--- config.mk ---
export PLATFORM = sky130hd
export DESIGN_NAME = cordic_rr_scheduler
export DESIGN_NICKNAME = d
export VERILOG_FILES = /design/src/rtl/cordic_rr_scheduler.sv
export SDC_FILE = /design/constraint.sdc
export NUM_CORES = 1
export LEC_CHECK = 0
export ABC_AREA = 1
export BUFFER_PORTS_ARGS = -buffer_cell sky130_fd_sc_hd__buf_4
export CAP_MARGIN = 10
export CORE_UTILIZATION = 35
export CTS_CLUSTER_SIZE = 24
export DETAILED_ROUTE_END_ITERATION = 8
export PLACE_DENSITY = 0.63
export SKIP_CTS_REPAIR_TIMING = 1
export SYNTH_ARGS = -nofsm -noshare
export SYNTH_HDL_FRONTEND = slang
export SYNTH_SLANG_ARGS = --single-unit
--- constraint.sdc ---
create_clock -name i_clock -period 2.1 [get_ports i_clock]
set_input_delay 0.105 -clock i_clock [delete_from_list [all_inputs] [get_ports i_clock]]
set_output_delay 0.105 -clock i_clock [all_outputs]
set_load 0.03 [all_outputs]
--- src/rtl/cordic_rr_scheduler.sv ---
// ---------------------------------------------------------------------------
// cordic_rr_scheduler
//
// Round-robin front end that shares one sequential CORDIC sin/cos engine
// among NUM_REQ requesters. An angle is accepted from the granted requester
// and the engine is started with a start/busy handshake. The scheduler then
// waits for the engine's done pulse and returns sin/cos, tagged with the
// requester index, on a valid/ready response port. If the engine does not
// finish within TIMEOUT_CYC cycles, an error response with zero data is
// returned instead. Theta and the results pass through unchanged.
//
// Ports
//   i_clock, i_Reset      clock; synchronous active-high reset
//   i_Req_Valid[k]        requester k has an angle pending (held until taken)
//   i_Req_Theta           packed angles, requester k at [16k+15:16k]
//   o_Req_Ready           one-hot accept strobe (combinational, IDLE only)
//   o_Eng_Theta/Valid     angle and start request to the engine
//   i_Eng_Busy/Done       engine busy flag / one-cycle completion pulse
//   i_Eng_Sin/Cos         engine results, valid with i_Eng_Done
//   o_Rsp_Valid/Id/Sin/Cos/Err, i_Rsp_Ready   tagged response port
//   o_Busy                high whenever a request is being serviced
// ---------------------------------------------------------------------------
module cordic_rr_scheduler #(
    parameter int NUM_REQ     = 4,
    parameter int ID_W        = 2,
    parameter int TIMEOUT_CYC = 31
) (
    input  logic                    i_clock,
    input  logic                    i_Reset,
    input  logic [NUM_REQ-1:0]      i_Req_Valid,
    input  logic [16*NUM_REQ-1:0]   i_Req_Theta,
    output logic [NUM_REQ-1:0]      o_Req_Ready,
    output logic [15:0]             o_Eng_Theta,
    output logic                    o_Eng_Valid,
    input  logic                    i_Eng_Busy,
    input  logic                    i_Eng_Done,
    input  logic [15:0]             i_Eng_Sin,
    input  logic [15:0]             i_Eng_Cos,
    output logic                    o_Rsp_Valid,
    output logic [ID_W-1:0]         o_Rsp_Id,
    output logic [15:0]             o_Rsp_Sin,
    output logic [15:0]             o_Rsp_Cos,
    output logic                    o_Rsp_Err,
    input  logic                    i_Rsp_Ready,
    output logic                    o_Busy
);

    localparam int DATA_W = 16;
    // Timeout fires on the edge where the cycle count reaches TIMEOUT_CYC.
    localparam logic [7:0] TMO_LAST = 8'(TIMEOUT_CYC - 1);

    typedef enum logic [1:0] {
        S_IDLE  = 2'd0,
        S_ISSUE = 2'd1,
        S_WAIT  = 2'd2,
        S_RESP  = 2'd3
    } state_t;

    state_t              state;
    logic [ID_W-1:0]     last_grant;
    logic [7:0]          tmo_cnt;

    logic                grant_vld;
    logic [ID_W-1:0]     grant_id;
    logic [ID_W-1:0]     cand;
    logic [DATA_W-1:0]   sel_theta;

    // Round-robin search starting at last_grant+1. Scanning from the far end
    // back towards the nearest candidate lets the nearest valid one win.
    always_comb begin
        grant_vld = 1'b0;
        grant_id  = '0;
        cand      = '0;
        for (int i = NUM_REQ; i >= 1; i--) begin
            cand = ID_W'((int'(last_grant) + i) % NUM_REQ);
            if (i_Req_Valid[cand]) begin
                grant_vld = 1'b1;
                grant_id  = cand;
            end
        end
    end

    always_comb begin
        sel_theta = '0;
        for (int k = 0; k < NUM_REQ; k++) begin
            if (grant_id == ID_W'(k)) begin
                sel_theta = i_Req_Theta[DATA_W*k +: DATA_W];
            end
        end
    end

    // Reset wins over a simultaneous accept, so the strobe is withheld then.
    assign o_Req_Ready = (state == S_IDLE && grant_vld && !i_Reset)
                         ? (NUM_REQ'(1) << grant_id) : '0;

    always_ff @(posedge i_clock) begin
        if (i_Reset) begin
            state       <= S_IDLE;
            last_grant  <= ID_W'(NUM_REQ - 1);
            tmo_cnt     <= '0;
            o_Eng_Valid <= 1'b0;
            o_Eng_Theta <= '0;
            o_Rsp_Valid <= 1'b0;
            o_Rsp_Id    <= '0;
            o_Rsp_Sin   <= '0;
            o_Rsp_Cos   <= '0;
            o_Rsp_Err   <= 1'b0;
            o_Busy      <= 1'b0;
        end else begin
            case (state)
                S_IDLE: begin
                    if (grant_vld) begin
                        o_Eng_Theta <= sel_theta;
                        o_Rsp_Id    <= grant_id;
                        last_grant  <= grant_id;
                        tmo_cnt     <= '0;
                        o_Eng_Valid <= 1'b1;
                        o_Busy      <= 1'b1;
                        state       <= S_ISSUE;
                    end
                end
                S_ISSUE: begin
                    tmo_cnt <= tmo_cnt + 8'd1;
                    if (tmo_cnt == TMO_LAST) begin
                        o_Eng_Valid <= 1'b0;
                        o_Rsp_Valid <= 1'b1;
                        o_Rsp_Err   <= 1'b1;
                        o_Rsp_Sin   <= '0;
                        o_Rsp_Cos   <= '0;
                        state       <= S_RESP;
                    end else if (i_Eng_Busy) begin
                        // Drop start as soon as the engine has taken it so a
                        // returning-to-idle engine is never restarted.
                        o_Eng_Valid <= 1'b0;
                        state       <= S_WAIT;
                    end
                end
                S_WAIT: begin
                    tmo_cnt <= tmo_cnt + 8'd1;
                    // A done pulse on the timeout cycle still delivers data.
                    if (i_Eng_Done) begin
                        o_Rsp_Valid <= 1'b1;
                        o_Rsp_Err   <= 1'b0;
                        o_Rsp_Sin   <= i_Eng_Sin;
                        o_Rsp_Cos   <= i_Eng_Cos;
                        state       <= S_RESP;
                    end else if (tmo_cnt == TMO_LAST) begin
                        o_Rsp_Valid <= 1'b1;
                        o_Rsp_Err   <= 1'b1;
                        o_Rsp_Sin   <= '0;
                        o_Rsp_Cos   <= '0;
                        state       <= S_RESP;
                    end
                end
                S_RESP: begin
                    if (i_Rsp_Ready) begin
                        o_Rsp_Valid <= 1'b0;
                        o_Busy      <= 1'b0;
                        state       <= S_IDLE;
                    end
                end
                default: state <= S_IDLE;
            endcase
        end
    end

endmodule

==> results.md <==
- The flow ran to the end, but the final reports show violations.
- The final reports fail on negative hold slack.
- The number of buffers added on ports is 162.
- The number of flip-flops and latches in the synthesized netlist is 66.
- The CTS tree is built.
- The share of cells above drive strength 1 is 0.413.
- OpenSTA, run right after detailed placement, puts the worst setup slack at 0.0428 ns.
- The maximum level of the CTS H-tree is 3.
- Across every metal layer, demand over resource in global routing totals 0.201.
- The maximum number of pins on one net before global-route repair is 33.
- The initialized floorplan defines 36 standard-cell rows.
- The detailed-route vias per instance is 4.78.
- The slowest stage of the critical path belongs to the cell dfxtp_4.
- The critical path in this run is classified as reg -> out.
- The worst path buffer plus inverter count is 3.
- The via count of the first global-routing pass is 3570.
- The CTS buffer count is 9.
- The count of boundary I/O pins is 163.
- The overall die area is 10500 µm².
- After detailed routing, the number of remaining DRC violations is 0.
- The library cell used most frequently in the layout, excluding fill and tap cells, is buf_4.
- The first global-routing pass estimated 16.7 mm of wire.
- The clock transition at the register clock pins on the worst setup and hold paths after CTS is 0.08 ns.
- The launching element type of the critical path is a flop.
- Timing would allow up to 493 MHz.
- The net count of the finished layout is 794.
- The proportion of total power due to net switching is 0.476.
- The remaining max-slew budget at the tightest pin is 0.792.
- From synthesis to final layout, the design area changed by 55.9%.
- For this block, the via count after detailed routing is 3920.
- Synthesis handed over a netlist of 490 instances.
- The minimum hold slack is -0.00250 ns.
- The number of enable flip-flop cells after synthesis is 0.
- Counting along the longest clock path gives a buffer depth of 2.
- The die height is 103 µm.
- The required time of the critical path is 2.00 ns.
- The power share of the combinational group is 0.647.
- The worst register-to-register path begins at last_grant[0]$_SDFFE_PP1N_.
- The net switching power figure is 4.00 mW.
- VDD sags by at most 676 µV.
- The total area inside the core boundary comes to 9770 µm².
- The max-cap check violation count is 0.
- The share of synthesized registers carrying an async set or reset is 0.
- The shortest period the worst path allows is 2.03 ns.
- The worst min-delay path category is in -> reg.
- Counting stages on the worst path, the most repeated cell is nand2_1.
- Clock tree synthesis found a total of 66 sinks.
- The family with the most delay on the worst path is simple AND/OR/NAND/NOR gates.
- The final number of max-transition violations is 0.
- The initial utilization of the core area, before any placement, comes to 0.363.
- Excluding fillers, the count of instances in the completed layout stands at 820.
- The number of nets in the synthesized netlist is 602.
- The global placement routability congestion is 0.904.
- The largest driver fanout on the critical path is 8.
- The startpoint identified for the worst hold timing path is i_Eng_Cos[7].
- The sequential element share of the synthesized area is 0.373.
- The final hold violation count came to 2.
- The worst-case clock skew is 0.00924 ns.
- Before antenna repair, the detailed router went through 4 iterations.
- The number of warnings issued by yosys is 0.
- The initial antenna violation count is 0.
- The number of setup violations in the final report is 0.
- After legalization and detailed placement, the total HPWL measured 7.78 mm.
- The internal power consumption is 4.40 mW.
- After detailed routing, the average wire length per cell comes to 13.4 µm.
- In the synthesized netlist the dominant register cell turns out to be dfxtp_1.
- The mapped netlist covers 3540 µm².
- The antenna violation net count after detailed routing is 0.
- The fraction of power consumed by the clock network is 0.144.
- The leakage power summed over all cells is 2.97 nW.
- The number of antenna diodes in the final layout is 0.
- The x dimension of the die is 103 µm.
- In the layout the commonest cells are buf_4 (183), nand2_1 (94), dfxtp_1 (64), inv_1 (63), o211ai_1 (34).
- The sum of internal, switching and leakage power is 8.40 mW.
- The type of element capturing the critical path is an output port.
- The share of total power dissipated in sequential elements is 0.209.
- The iteration-0 DRC count of the detailed router is 151.
- STA puts the critical path data arrival time at 1.93 ns.
- The smallest setup slack after layout is 0.0698 ns.
- After detailed routing, the total wire length is 11.0 mm.
- The clock root buffer is clkbuf_8.
- The total overflow reported by the global router is 0.
- The count of different cell masters after synthesis is 35.
- The portion of the clock cycle consumed by the worst path in the final layout is 0.967.
- The worst-margin pin slew is 0.309 ns.
- The setup TNS is 0 ns.
- After detailed placement, the design holds a cell count of 773.
- The ratio of total power to cell area is 1520 nW/µm².
- A synthesized cell averages 7.23 µm².
- The highest cell delay on the worst timing path is 0.43 ns.
- Tracing the worst setup path back leads to its startpoint at last_grant[0]$_SDFFE_PP1N_.
- The clock latency of the later-clocked register in the worst-skew pair is 0.34 ns.
- Walking the worst path, the cells encountered are clkinv_8 -> nand2_1 -> nand2_1 -> and2_4 -> nand2_1 -> nand2_2 -> inv_2 -> nand2_4 -> nor3_2 -> buf_4.
registers in the layout (all words and copies together) (netlist names):
signal       cells
state            2
o_Rsp_Valid      1
last_grant       2
o_Eng_Valid      1
o_Rsp_Id         2
o_Rsp_Sin       16
o_Eng_Theta     16
o_Busy           1
o_Rsp_Err        1
tmo_cnt          8
o_Rsp_Cos       16
synthesized netlist by cell type, drive strengths merged, types with 9 or more instances:
cell | count | share of area
o211ai | 34 | 0.072
inv | 70 | 0.076
a21oi | 23 | 0.036
buf | 9 | 0.020
dfxtp | 66 | 0.37
nand2 | 110 | 0.13
nand3 | 35 | 0.053
nand4 | 15 | 0.030
o21ai | 27 | 0.039
nor2 | 36 | 0.047
clkbuf | 13 | 0.014
or2 | 33 | 0.058
power by group through the flow:
stage	registers (mW)	logic, mW	clock network [mW]
detailed placement	1.76	4.54	0
global route	1.80	5.95	1.30
CTS	1.74	4.56	1.25
finish	1.76	5.43	1.21
global placement	1.75	4.48	0
floorplan	2.16	3.02	0
worst reg2reg max path, stage by stage (launching register included):
cell	delay, ns
dfxtp_4	0.43
clkinv_8	0.08
nand2_1	0.10
nand3_2	0.09
nand2_1	0.08
inv_1	0.05
nand2_2	0.11
nand3_4	0.13
nand2_8	0.13
buf_6	0.15
nor2_8	0.05
buf_12	0.13
buf_4	0.13
nand2_1	0.05
nand3_1	0.07
nor2_1	0.09
nor2_1	0.04
worst paths after layout:
check / to / slack [ns] / cells after the start
max reg2reg: o_Eng_Theta[3]$_SDFFE_PP0N_ / 0.10 / 16
max: o_Req_Ready[2] / 0.07 / 10
min reg2reg: o_Eng_Theta[5]$_SDFFE_PP0N_ / 0.47 / 2
min: o_Rsp_Cos[7]$_SDFFE_PP0N_ / -0.002 / 3
metrics by stage:
step | util | cell area, µm² | hold slack [ns]
after CTS | 0.524 | 5120 | -0.0268
after detailed placement | 0.501 | 4900 | 0.348
after global placement | 0.501 | 4900 | 0.338
after global routing | 0.565 | 5520 | 0.000851
after floorplan | - | 3550 | 0.174
final | 0.565 | 5520 | -0.00250
cells by family after synthesis:
family,after synthesis,share of synthesized area
DFF,66,0.373
buffers and inverters,92,0.110
AOI/OAI and AO/OA,89,0.157
adders and majority gates,7,0.0247
and+or+nand+nor,236,0.335
cell type report:
cell class              instances  area [µm²]
fillers                       920        4250
multi-input cells             334        1940
repair buffers                201        1580
flip-flops and latches         66        1330
inverters                      70         280
well taps                     133         166
clock buffers                   9         124
clock inverters                 7         100
routing by layer:
metal	vias to the layer above	GRT usage	wire length, µm
met5	-	0	0
li1	1987	-	-
met4	0	0.0527	118
met3	13	0.0481	535
met1	1816	0.253	4760
met2	104	0.343	5560
Power figures use the tool's default switching activity.
